===== src/rtl/bulk_xform_pkg.sv =====
// bulk_xform_pkg: ASCII constants and the byte transform shared by the bulk byte processor
package bulk_xform_pkg;
  localparam logic [7:0] CH_A_UP = 8'h41;
  localparam logic [7:0] CH_Z_UP = 8'h5A;
  localparam logic [7:0] CH_0 = 8'h30;
  localparam logic [7:0] CH_8 = 8'h38;
  localparam logic [7:0] CH_9 = 8'h39;
  localparam logic [7:0] CASE_OFFSET = 8'h20;
  function automatic logic [7:0] xform_byte(input logic [7:0] b);
    return (b >= CH_A_UP && b <= CH_Z_UP) ? b + CASE_OFFSET :
           (b >= CH_0 && b <= CH_8) ? b + 8'd1 :
           (b == CH_9) ? CH_0 : b;
  endfunction
endpackage


===== src/rtl/sync_fifo.sv =====
// sync_fifo: ready/valid FIFO (i_data/i_valid/o_ready push, o_data/o_valid/i_ready pop, o_level occupancy)
module sync_fifo #(
  parameter int W = 8,
  parameter int DEPTH = 8
) (
  input  logic                       clk_i,
  input  logic                       rst_i,
  input  logic [W-1:0]               i_data,
  input  logic                       i_valid,
  output logic                       o_ready,
  output logic [W-1:0]               o_data,
  output logic                       o_valid,
  input  logic                       i_ready,
  output logic [$clog2(DEPTH):0]     o_level
);
  localparam int AW = $clog2(DEPTH);
  logic [W-1:0] r_mem [DEPTH];
  logic [AW-1:0] r_wr;
  logic [AW-1:0] r_rd;
  logic [AW:0] r_level;
  logic w_push;
  logic w_pop;
  assign o_ready = r_level != (AW+1)'(DEPTH);
  assign o_valid = r_level != '0;
  assign o_data = r_mem[r_rd];
  assign o_level = r_level;
  assign w_push = i_valid && o_ready;
  assign w_pop = o_valid && i_ready;
  always_ff @(posedge clk_i) begin
    if (rst_i) begin
      r_wr <= '0;
      r_rd <= '0;
      r_level <= '0;
    end else begin
      r_wr <= r_wr + AW'(w_push);
      r_rd <= r_rd + AW'(w_pop);
      r_level <= r_level + (AW+1)'(w_push) - (AW+1)'(w_pop);
    end
  end
  always_ff @(posedge clk_i) begin
    if (w_push) r_mem[r_wr] <= i_data;
  end
endmodule


===== src/rtl/bulk_xform_app.sv =====
// bulk_xform_app: transforms CDC OUT bytes into a FIFO feeding the IN stream and stretches transfers onto led_o
module bulk_xform_app
  import bulk_xform_pkg::*;
#(
  parameter int DEPTH = 8,
  parameter int LED_CYCLES = 2000000
) (
  input  logic                   clk_i,
  input  logic                   rst_i,
  input  logic [7:0]             out_data_i,
  input  logic                   out_valid_i,
  output logic                   out_ready_o,
  output logic [7:0]             in_data_o,
  output logic                   in_valid_o,
  input  logic                   in_ready_i,
  output logic [$clog2(DEPTH):0] level_o,
  output logic                   led_o
);
  logic [31:0] r_led;
  logic w_xfer;
  sync_fifo #(.W(8), .DEPTH(DEPTH)) u_fifo (
    .clk_i   (clk_i),
    .rst_i   (rst_i),
    .i_data  (xform_byte(out_data_i)),
    .i_valid (out_valid_i),
    .o_ready (out_ready_o),
    .o_data  (in_data_o),
    .o_valid (in_valid_o),
    .i_ready (in_ready_i),
    .o_level (level_o)
  );
  assign w_xfer = (out_valid_i && out_ready_o) || (in_valid_o && in_ready_i);
  assign led_o = r_led != '0;
  always_ff @(posedge clk_i) begin
    if (rst_i) r_led <= '0;
    else r_led <= w_xfer ? 32'(LED_CYCLES) : r_led - 32'(led_o);
  end
endmodule


===== config.mk =====
export PLATFORM = sky130hd
export DESIGN_NAME = bulk_xform_app
export DESIGN_NICKNAME = d
export VERILOG_FILES = /design/src/rtl/bulk_xform_pkg.sv /design/src/rtl/sync_fifo.sv /design/src/rtl/bulk_xform_app.sv
export SDC_FILE = /design/constraint.sdc
export NUM_CORES = 1
export LEC_CHECK = 0
export ABC_AREA = 0
export ABC_CLOCK_PERIOD_IN_PS = 2900
export CORE_ASPECT_RATIO = 0.6
export CORE_MARGIN = 4
export CORE_UTILIZATION = 60
export DETAILED_ROUTE_END_ITERATION = 7
export DONT_BUFFER_PORTS = 1
export GPL_ROUTABILITY_DRIVEN = 0
export PLACE_DENSITY = 0.79
export SLEW_MARGIN = 20
export SYNTH_ARGS = -nofsm -noshare
export SYNTH_HDL_FRONTEND = slang
export SYNTH_SLANG_ARGS = --single-unit

===== constraint.sdc =====
create_clock -name clk_i -period 2.9 [get_ports clk_i]
set_clock_uncertainty 0.1 [all_clocks]
set_input_delay 0.29 -clock clk_i [delete_from_list [all_inputs] [get_ports clk_i]]
set_output_delay 0.29 -clock clk_i [all_outputs]
set_load 0.03 [all_outputs]

After elaboration in Yosys (flattened, before gate mapping). Memory sizes are Yosys's and may differ from the RTL's. A register that Yosys moved wholly into a read port is not among the register bits. Cells that the tools add are included.

Register bits: 42. Memory bits (writable): 64. Memories kept: 1.

Add/subtract/negate cells: 7. $lt $le $gt $ge: 4. Equal/unequal tests: 2. Multiplexer cells: 7. Reductions and logical operators: 8.

Memories: u_fifo.r_mem (depth 8, width 8, rd ports 1, clocked after memory_dff 1, wr ports 1, RTL line sync_fifo.sv:17) `logic [W-1:0] r_mem [DEPTH];`.

Operators by type and width (count): nonzero test 32 bit (1); subtractor 32 x 1 -> 32 bit (1); 2-to-1 mux 8 bit (3); 2-to-1 mux 21 bit (1); adder 8 x 1 -> 8 bit, second input constant (1); adder 8 x 6 -> 8 bit, second input constant (1); equality test 8 x 6 -> 1 bit, second input constant (1); greater-or-equal comparator 8 x 6 -> 1 bit, second input constant (1); greater-or-equal comparator 8 x 7 -> 1 bit, second input constant (1); <= comparator 8 x 6 -> 1 bit, second input constant (1); <= comparator 8 x 7 -> 1 bit, second input constant (1); adder 3 x 1 -> 3 bit (2); adder 4 x 1 -> 4 bit (1); logical AND 1 bit (4); != test 4 bit, second input constant (1); nonzero test 4 bit (1); subtractor 4 x 1 -> 4 bit (1); 2-to-1 mux 3 bit (1); 2-to-1 mux 1 bit (2); OR reduction 2 bit (1); logical OR 1 bit (1).

Longest topological paths before layout. Gate-level depths: netlist (run 1).

Depth after elaboration: 4. Mapped depth: 11. Depth with buffers taken out: 11.

Cells and area by module. From an unflattened synthesis (run 1), not the netlist that was laid out.

Cells, all modules: 386. Area, all modules: 4973.5 µm².

Modules (own cells, without submodules): sync_fifo (instances 1, cells an instance 158, area an instance 3041.7 µm², sequential area each 2122.0 µm²); bulk_xform_app (instances 1, cells an instance 228, area an instance 1931.9 µm², sequential area each 640.6 µm²).

Worst setup path before layout (run 1). No wires, ideal clock.

Path kind: reg2reg. Start: register r_led[9]. End: register r_led[20]. Data arrival time: 2.820 ns. Setup slack: -0.153 ns. Stages on the path, launching flop included: 11. Path buffers: 1. Period minus slack after synthesis: 3.053 ns. Cells stage by stage: dfxtp_1 or4_4 buf_6 nor3_1 nand4b_1 ha_1 ha_1 and3_1 nand3b_1 xor2_1 a21oi_1.

Cells in the longest elaborated chain, start to end: 3.

RTL lines: from (decl) (RTL line bulk_xform_app.sv:19) `logic [31:0] r_led;`; from (signal assigned) (RTL line bulk_xform_app.sv:36) `else r_led <= w_xfer ? 32'(LED_CYCLES) : r_led - 32'(led_o);`; nonzero test 32 bit (RTL line bulk_xform_app.sv:33) `assign led_o = r_led != '0;`; via led_o (RTL line bulk_xform_app.sv:17) `output logic led_o`; subtractor 32 x 1 -> 32 bit (RTL line bulk_xform_app.sv:36); 2-to-1 mux 21 bit (RTL line bulk_xform_app.sv:36).

The timed path passes the listed nets, and every way through them passes these cells. A chain may end at the register's enable or synchronous reset.

Final worst setup path (run 1).
Start: register r_led[22]. End: register r_led[27].

Cells in the longest elaborated chain, start to end: 2.

RTL lines (RTL line): nonzero test 32 bit (bulk_xform_app.sv:33); subtractor 32 x 1 -> 32 bit * (bulk_xform_app.sv:36).

Every way passes the cells marked *; elsewhere a longest branch is shown, timed or not.

==> out/qor.txt, run 1 <==
======================================================================================
Final Max Slew Viols                                                                 0
Final critical delay including setup and external delays                       2.77 ns
Count of routing violations after the opening detailed-route iteration             323
DRC                                                                                  0
IR drop worst, VDD                                                              684 µV
Power density of the placed cells                                           922 nW/µm²
Signed area change from the synthesized netlist to the final layout              13.7%
Floorplan die height                                                           77.3 µm
Status                                                                    finished clean
Hold path depth                                                                      1
Number of synthesized flops with an enable pin                                      64
FFs w/ async S/R, synth                                                              0
Clock slew at the register clock pins of the worst setup and hold paths        0.07 ns
Setup TNS                                                                         0 ns
Antenna Nets Post-Route                                                              0
Netlist Area Pre-Place                                                        4800 µm²
Leading area contributor after synthesis                                      edfxtp_1
Terminating pin of the worst hold path                                    u_fifo.r_mem[4][5]
Diode insertion count for antenna repair                                             0
Number of levels the H-tree was split into                                           3
CTS buffer count                                                                     9
Syn_area_per_cell                                                             12.9 µm²
Internal power summed over all cells                                           3.27 mW
Global-route wire length before repair                                        15900 µm
Syn Inst Count                                                                     372
P_leak                                                                         1.93 nW
CTS tree                                                                         built
Power spent charging and discharging nets                                      1.76 mW
Sequential fraction of the synthesis area                                        0.576
Maximum fanout encountered on the critical timing path                               6
Effective utilization at floorplan                                               0.639
Most common cell after layout, fill and taps aside                            edfxtp_1
Total count of hold-check failures in the final report                               0
Share of final-layout standard cells stronger than drive strength 1              0.223
Cells taking the most area after synthesis                                edfxtp_1 (40%), dfxtp_1 (18%), mux4_2 (7.5%), ha_1 (5.0%), nor2_1 (3.7%)
Pin count of the biggest net entering global routing                                26
Horizontal die dimension                                                        123 µm
Flop2flop setup slack                                                          0.13 ns
Element type at the critical path end                                        flip-flop
Cell variety after synth                                                            51
Critical path startpoint category                                            flip-flop
Maxcap violations                                                                    0
Overflow left after global routing                                                   0
Synthesis-stage register bit count                                                 106
Endpoints failing setup                                                              0
Number of global-route vias before repair                                         3060
Clk root buf                                                                 clkbuf_16
Top cell type's share of synthesized area                                        0.401
YS warnings                                                                          0
Achievable Freq                                                                361 MHz
Required time of the critical path                                             3.02 ns
Post-route core utilization                                                      0.727
Worst r2r src                                                                r_led[22]
Slew at the pin with the worst max-slew slack                                 0.784 ns
Area of the die                                                               9540 µm²
Layout net count                                                                   431
Longest Clk Path Bufs                                                                2
Switching share of total power                                                   0.349
Hold Path Class                                                           input port to flip-flop
Arrival time at the worst endpoint                                             2.89 ns
Number of iterations in the first detailed-routing pass                              7
Total number of clock tree sinks                                                   106
Endpoint of the most critical register-to-register path                      r_led[27]
Total number of placement rows                                                      24
Post-DP HPWL                                                                   6640 µm
Detail-routed net length per standard cell                                     19.2 µm
Post-synth top flop                                                           edfxtp_1
Startpoint of the tightest hold check path                                out_data_i[5]
I/O pin total                                                                       27
Overall via count from detail_route                                               3077
Overall Global Routing Usage                                                     0.222
CORE AREA                                                                     7510 µm²
Antenna violations before repair                                                     0
Slew Limit Headroom                                                              0.472
Commonest cells after routing, fill and taps aside                        edfxtp_1 (64), nor2_1 (47), dfxtp_1 (42)
Period utilisation layout                                                        0.954
Clk pwr share                                                                    0.248
Clock insertion delay at the later pin of the skew report                      0.35 ns
IO Port Bufs                                                                         0
Final wirelength                                                               9730 µm
Register share of total power                                                    0.384
Combinational power share                                                        0.368
RSZ-0062 raised after global routing                                             false
Startpoint of the most critical setup path                                   r_led[22]
R2R cell count                                                                      11
Via count normalized by instance count                                            6.06
Post-Synthesis Net Count                                                           404
Category of the most critical setup path                                  flip-flop to flip-flop
======================================================================================
==> power by group through the flow <==
stage | combinational (mW) | sequential (mW) | clock (mW)
floorplan | 1.35 | 1.94 | 0
global placement | 1.65 | 1.94 | 0
detailed placement | 1.70 | 1.95 | 0
CTS | 1.75 | 1.92 | 1.28
global route | 2.03 | 1.95 | 1.34
finish | 1.85 | 1.93 | 1.25
==> cells in the mapped netlist, drive strengths merged, types with 6 or more instances <==
| master | number |
|---|---|
| edfxtp | 64 |
| nor2 | 51 |
| dfxtp | 42 |
| xnor2 | 20 |
| ha | 19 |
| mux4 | 16 |
| inv | 14 |
| xor2 | 13 |
| nor3 | 12 |
| clkbuf | 11 |
| nand2 | 11 |
| a21oi | 10 |
| nor4 | 10 |
| mux2 | 8 |
| nor2b | 8 |
| or3 | 7 |
| nand3 | 6 |
==> metal layers <==
metal	track usage	wire length [µm]	share of wire	vias to the layer above
met2	0.326	4370	0.45	127
met1	0.321	4470	0.46	1526
met3	0.0640	720	0.074	19
li1	-	-	-	1405
met4	0.0696	179	0.018	0
met5	0	0	0	-
==> registers in the layout, summed over array words and instances (netlist names) <==
register and flops:
u_fifo.o_level 4, r_led 32, u_fifo.r_rd 3, u_fifo.r_mem 64, u_fifo.r_wr 3
==> timing repair <==
item,4_1_cts,5_1_grt
hold endpoints to repair,25,0
buffers inserted,0,6
endpoints found under the setup margin,1,13
resized for setup,1,4
pin swaps,0,5
hold buffers,2,0
==> worst max-delay path, stage by stage (launching register included) <==
cell	delay, ns
dfxtp_1	0.32
or4_4	0.57
and4bb_1	0.32
nand2b_1	0.08
nand4b_1	0.21
ha_2	0.23
nor2b_2	0.20
nand4_4	0.16
buf_12	0.14
nor4_2	0.04
xnor2_1	0.20
nor2_2	0.06
==> cells by family after synthesis <==
| kind of cell | count (synthesis) | share of synthesized area |
|---|---|---|
| adder cells (fa/ha/maj) | 20 | 0.0537 |
| flip-flops | 106 | 0.576 |
| XOR/XNOR | 33 | 0.0602 |
| multiplexers | 25 | 0.0960 |
| buffers and inverters | 29 | 0.0261 |
| AND/OR/NAND/NOR | 138 | 0.163 |
| AO/OA/AOI/OAI | 21 | 0.0256 |
==> stage by stage <==
| stage | setup slack, ns | hold WS, ns | power, mW | cells | cell area (µm²) |
|---|---|---|---|---|---|
| floorplan | 0.00235 | 0.346 | 3.29 | 372 | 4810 |
| global placement | 0.129 | 0.260 | 3.60 | 484 | 5040 |
| detailed placement | 0.0268 | 0.264 | 3.65 | 484 | 5040 |
| CTS | 0.0669 | 0.136 | 4.95 | 502 | 5380 |
| global route | 0.00871 | 0.160 | 5.31 | 508 | 5460 |
| finish | 0.133 | 0.155 | 5.03 | 508 | 5460 |
==> worst max path at each step <==
stage           endpoint  slack [ns]  cells after the start
3_5_place_dp   r_led[31]        0.03                     10
2_1_floorplan  r_led[17]       0.002                     10
4_1_cts        r_led[31]        0.07                     10
3_3_place_gp   r_led[31]        0.13                     10
5_1_grt        r_led[21]       0.009                     11
6_report       r_led[27]        0.13                     11
==> cell type report <==
class                   count  area [µm²]
flip-flops and latches    106        2760
fillers                   494        2050
multi-input cells         237        1950
repair buffers             31         250
clock buffers               9         225
well taps                 104         130
clock inverters             7        85.1
inverters                  14        52.6
Note: power is estimated with default switching activity, not from simulation.
==> run 2, diff against run 1 <==
==> constraint.sdc (replaced) <==
create_clock -name clk_i -period 2.9 [get_ports clk_i]
set_clock_uncertainty 0.1 [all_clocks]
set_input_delay 0.145 -clock clk_i [delete_from_list [all_inputs] [get_ports clk_i]]
set_output_delay 0.145 -clock clk_i [all_outputs]
set_load 0.03 [all_outputs]
==> run 2 against run 1 <==
Die area unchanged. Flip-flop and latch count stayed put. Setup slack worse by 0.048 ns. Sequential power hardly changed. Largest cell class unchanged. Register-to-register slack worse by 0.05 ns. Critical path depth fell by 1. Critical path type unchanged. Non-clock buffer count fell by 3. Utilization is 0.62 points lower. Clock power down 4%.
==> out/qor.txt, run 2 (synthesis gave the netlist of run 1 again) <==
======================================================================================
Maxcap violations                                                                    0
I/O pin total                                                                       27
Worst Setup Slack, final                                                     0.0852 ns
CTS tree                                                                         built
Power density of the placed cells                                           904 nW/µm²
Critical path startpoint category                                            flip-flop
Clock slew at the register clock pins of the worst setup and hold paths        0.07 ns
Filler cell count in the final layout                                              514
Via count normalized by instance count                                            6.00
Final wirelength                                                               9440 µm
Clock insertion delay at the later pin of the skew report                      0.35 ns
Number of global-route vias before repair                                         2973
Number of levels the H-tree was split into                                           3
Final critical delay including setup and external delays                       2.81 ns
Antenna Nets Post-Route                                                              0
Category of the most critical setup path                                  flip-flop to flip-flop
Worst setup slack before clock tree synthesis                                0.0352 ns
Top reg by flops                                                          u_fifo.r_mem
Pin count of the biggest net entering global routing                                26
Layout net count                                                                   428
Longest Clk Path Bufs                                                                2
Detail-routed net length per standard cell                                     18.7 µm
Diode insertion count for antenna repair                                             0
Most common cell after layout, fill and taps aside                            edfxtp_1
Maximum fanout encountered on the critical timing path                               6
CTS buffer count                                                                     9
Floorplan die height                                                           77.3 µm
Endpoints failing setup                                                              0
Count of routing violations after the opening detailed-route iteration             388
DRC                                                                                  0
CORE AREA                                                                     7510 µm²
Overall Global Routing Usage                                                     0.219
Final Max Slew Viols                                                                 0
Clk root buf                                                                 clkbuf_16
Required time of the critical path                                             2.99 ns
Area of the die                                                               9540 µm²
Number of iterations in the first detailed-routing pass                              5
Total number of placement rows                                                      24
Overflow left after global routing                                                   0
Period utilisation layout                                                        0.971
Share of final-layout standard cells stronger than drive strength 1              0.212
IO Port Bufs                                                                         0
Arrival time at the worst endpoint                                             2.91 ns
Overall via count from detail_route                                               3031
Number of flip-flops in the largest register                                        64
Achievable Freq                                                                355 MHz
Commonest cells after routing, fill and taps aside                        edfxtp_1 (64), nor2_1 (47), dfxtp_1 (42)
Total number of clock tree sinks                                                   106
Slew at the pin with the worst max-slew slack                                 0.873 ns
Overall power after layout                                                     4.89 mW
Global-route wire length before repair                                        15800 µm
Element type at the critical path end                                        flip-flop
Slew Limit Headroom                                                              0.417
Total count of hold-check failures in the final report                               0
Effective utilization at floorplan                                               0.639
Hold Path Class                                                           input port to flip-flop
Post-DP HPWL                                                                   6410 µm
IR drop worst, VDD                                                              693 µV
P_leak                                                                         1.90 nW
Horizontal die dimension                                                        123 µm
Status                                                                    finished clean
Flop2flop setup slack                                                          0.09 ns
Antenna violations before repair                                                     0
Signed area change from the synthesized netlist to the final layout              12.7%
======================================================================================
run 2: cell types whose count changed in the layout (fill, tap and decap cells not counted):
cell,change
inv_8,-1
inv_6,-2
clkinv_2,+1
buf_12,-1
buf_4,-3
dlygate4sd3_1,+1
clkinv_4,-1
clkbuf_1,+1
clkinvlp_4,+2
run 2: area by class of cell:
cell class	instances	area (µm²)	share of cell area
Clock inverter	6	67.6	0.0125
Clock buffer	10	229	0.0423
Sequential cell	106	2760	0.511
Multi-Input combinational cell	237	1950	0.360
Inverter	14	52.6	0.00972
Timing Repair Buffer	28	218	0.0402
Tap cell	104	130	0.0241
run 2: what timing repair did:
action                                  CTS  global route
endpoints found under the setup margin    0            10
gates resized for setup                   0             5
buffers inserted                          0             3
endpoints found under the hold margin    33             0
hold buffers                              3             0
run 2: worst max-delay path: stages, from the launching register on:
cell and delay [ns]:
dfxtp_1 0.33, or4_4 0.56, and4bb_1 0.32, nand2b_1 0.12, nand4b_1 0.23, ha_2 0.25
ha_4 0.19, and3_2 0.22, nand3b_1 0.10, xor2_1 0.16, a21oi_1 0.09
run 2: per-stage QoR:
step	instance area, µm²	hold slack (ns)	std cells	utilization	setup TNS (ns)
6_report	5410	0.0377	505	0.721	0
5_1_grt	5410	0.0584	505	0.721	-0.162
4_1_cts	5360	0.0300	502	0.714	0
3_5_place_dp	5030	0.120	483	0.670	0
3_3_place_gp	5030	0.115	483	0.670	0
2_1_floorplan	4810	0.295	372	-	0
run 2: where the power goes:
| part | total [mW] | internal [mW] | switching, mW |
|---|---|---|---|
| Combinational | 1.75 | 0.758 | 0.993 |
| Clock | 1.20 | 0.670 | 0.525 |
| Sequential | 1.94 | 1.78 | 0.168 |
run 2: path summary, 6_finish.rpt:
kind,startpoint,to,cells after the start
worst min-delay path,out_data_i[2],u_fifo.r_mem[3][2],1
worst min register to register,r_led[31],r_led[31],2
worst max register to register,r_led[20],r_led[20],10
worst max-delay path,r_led[20],r_led[20],10
run 2: metal layers:
layer	part of all wire	global-route usage
met1	0.47	0.331
met2	0.44	0.315
met3	0.075	0.0654
met4	0.0086	0.0475
met5	0	0
==> run 3, diff against run 2 <==
--- a/config.mk
+++ b/config.mk
@@ -7,13 +7,14 @@
 export LEC_CHECK = 0
 export ABC_AREA = 0
 export ABC_CLOCK_PERIOD_IN_PS = 2900
+export BUFFER_PORTS_ARGS = -buffer_cell sky130_fd_sc_hd__buf_2
 export CORE_ASPECT_RATIO = 0.6
 export CORE_MARGIN = 4
 export CORE_UTILIZATION = 60
 export DETAILED_ROUTE_END_ITERATION = 7
-export DONT_BUFFER_PORTS = 1
 export GPL_ROUTABILITY_DRIVEN = 0
-export PLACE_DENSITY = 0.79
+export PLACE_DENSITY = 0.82
+export RECOVER_POWER = 25
 export SLEW_MARGIN = 20
 export SYNTH_ARGS = -nofsm -noshare
 export SYNTH_HDL_FRONTEND = slang
==> constraint.sdc (replaced) <==
create_clock -name clk_i -period 2.9 [get_ports clk_i]
set_clock_uncertainty 0.1 [all_clocks]
set_input_delay 0.435 -clock clk_i [delete_from_list [all_inputs] [get_ports clk_i]]
set_output_delay 0.435 -clock clk_i [all_outputs]
set_load 0.03 [all_outputs]
==> run 3 against run 2 <==
Utilization increased by 1.2 points. Final cell count up 3.4%. Via count rose by 3.6%. Sequential share of layout area is 0.81 points lower. Sequential power barely moved. Highest routed layer unchanged.
==> out/qor.txt, run 3 (synthesis gave the netlist of run 1 again) <==
======================================================================================
Status                                                                    finished clean
CTS buffer count                                                                     9
Maximum fanout encountered on the critical timing path                               6
Global-route wire length before repair                                        15900 µm
Startpoint of the tightest hold check path                                       rst_i
Slew Limit Headroom                                                              0.440
Overflow left after global routing                                                   0
Horizontal die dimension                                                        123 µm
Category of the most critical setup path                                  flip-flop to flip-flop
Register share of total power                                                    0.371
Number of flip-flops in the largest register                                        64
Quantity of hold-fixing buffers added after cts                                      0
Commonest cells after routing, fill and taps aside                        edfxtp_1 (64), nor2_1 (47), dfxtp_1 (42)
Floorplan die height                                                           77.3 µm
Area of the die                                                               9540 µm²
Required time of the critical path                                             3.01 ns
P_leak                                                                         1.96 nW
Post-DP HPWL                                                                   6660 µm
CORE AREA                                                                     7510 µm²
IO Port Bufs                                                                        26
Clock slew at the register clock pins of the worst setup and hold paths        0.07 ns
Non-Filler Instances                                                               522
Final Max Slew Viols                                                                 0
CP max stage cell                                                                or4_4
Count of routing violations after the opening detailed-route iteration             357
IR drop worst, VDD                                                              513 µV
Maxcap violations                                                                    0
Endpoint of the most critical register-to-register path                      r_led[20]
Total count of hold-check failures in the final report                               0
Total number of clock tree sinks                                                   106
Combinational power share                                                        0.366
Power spent charging and discharging nets                                      1.72 mW
Power density of the placed cells                                           935 nW/µm²
Arrival time at the worst endpoint                                             2.89 ns
Final wirelength                                                               9600 µm
Achievable Freq                                                                359 MHz
Element type at the critical path end                                        flip-flop
Clk pwr share                                                                    0.263
Diode insertion count for antenna repair                                             0
Effective utilization at floorplan                                               0.639
Signed area change from the synthesized netlist to the final layout              14.6%
R2R cell count                                                                      10
Endpoints failing setup                                                              0
Startpoint of the most critical setup path                                   r_led[19]
Setup TNS                                                                         0 ns
Number of global-route vias before repair                                         3090
Clk root buf                                                                 clkbuf_16
Worst r2r src                                                                r_led[19]
Clock insertion delay at the later pin of the skew report                      0.35 ns
Final critical delay including setup and external delays                       2.78 ns
DRC                                                                                  0
Placed insts                                                                       505
Cells traversed along the worst timing path                               or4_4 > and4bb_1 > nand2b_1 > nand4b_1 > ha_2 > ha_4 > and3_2 > nand3b_1 > xor2_1 > a21oi_1
Antenna violations before repair                                                     0
Number of levels the H-tree was split into                                           3
Longest Clk Path Bufs                                                                2
CTS tree                                                                         built
Most common cell after layout, fill and taps aside                            edfxtp_1
Overall Global Routing Usage                                                     0.222
Termination of the worst setup path                                          r_led[20]
Flop2flop setup slack                                                          0.12 ns
Share of final-layout standard cells stronger than drive strength 1              0.220
Slew at the pin with the worst max-slew slack                                 0.831 ns
Switching share of total power                                                   0.334
Internal power summed over all cells                                           3.42 mW
Critical path startpoint category                                            flip-flop
Number of iterations in the first detailed-routing pass                              5
Period utilisation layout                                                        0.959
Layout net count                                                                   445
Hold Path Class                                                           input port to flip-flop
Antenna Nets Post-Route                                                              0
I/O pin total                                                                       27
Top reg by flops                                                          u_fifo.r_mem
Crit path largest cell delay                                                   0.54 ns
Total number of placement rows                                                      24
Detail-routed net length per standard cell                                     18.4 µm
Via count normalized by instance count                                            6.02
Overall via count from detail_route                                               3140
Pin count of the biggest net entering global routing                                26
======================================================================================
run 3: power groups by stage:
stage	clock network (mW)	logic (mW)	registers, mW
after floorplan	0	1.35	1.94
after global placement	0	1.78	1.92
after detailed placement	0	1.83	1.93
after CTS	1.38	1.85	1.90
after global routing	1.45	2.06	1.92
final	1.35	1.88	1.91
run 3: area by class of cell:
type | instances | area, µm²
fillers | 490 | 2010
multi-input cells | 237 | 1950
clock buffers | 10 | 229
repair buffers | 45 | 268
well taps | 104 | 130
clock inverters | 6 | 106
inverters | 14 | 52.6
flip-flops and latches | 106 | 2760
run 3: worst min path at each step:
stage | to | cells after the start | slack [ns]
after floorplan | r_led[31] | 2 | 0.35
after global placement | r_led[31] | 2 | 0.37
after detailed placement | r_led[31] | 2 | 0.37
after CTS | u_fifo.r_mem[2][4] | 1 | 0.33
after global routing | u_fifo.o_level[1] | 2 | 0.38
final | u_fifo.o_level[1] | 2 | 0.36
run 3: per-stage QoR:
step | setup slack, ns | power (mW) | util | cell area (µm²) | hold WS, ns
6_report | 0.118 | 5.14 | 0.732 | 5500 | 0.358
5_1_grt | -0.0227 | 5.44 | 0.732 | 5500 | 0.382
4_1_cts | 0.104 | 5.13 | 0.730 | 5480 | 0.332
3_5_place_dp | -0.0326 | 3.76 | 0.685 | 5140 | 0.374
3_3_place_gp | 0.233 | 3.70 | 0.685 | 5140 | 0.370
2_1_floorplan | 0.00235 | 3.29 | - | 4810 | 0.346
run 3: repair_timing:
item,in CTS,in global routing
gates resized for setup,0,5
setup endpoints to repair,0,10
endpoints found under the hold margin,0,0
setup buffers,0,1
run 3: layer usage:
layer	vias up	wire length (µm)	track usage
met5	-	0	0
met4	0	106	0.0575
met3	11	784	0.0713
met2	146	4410	0.324
met1	1546	4300	0.321
li1	1437	-	-
run 3: worst max-delay path, delay by kind of cell (launching register included):
family | cells | cell delay, ns
flip-flops | 1 | 0.37
adder cells (fa/ha/maj) | 2 | 0.42
AO/OA/AOI/OAI | 1 | 0.09
XOR/XNOR | 1 | 0.16
AND/OR/NAND/NOR | 6 | 1.50
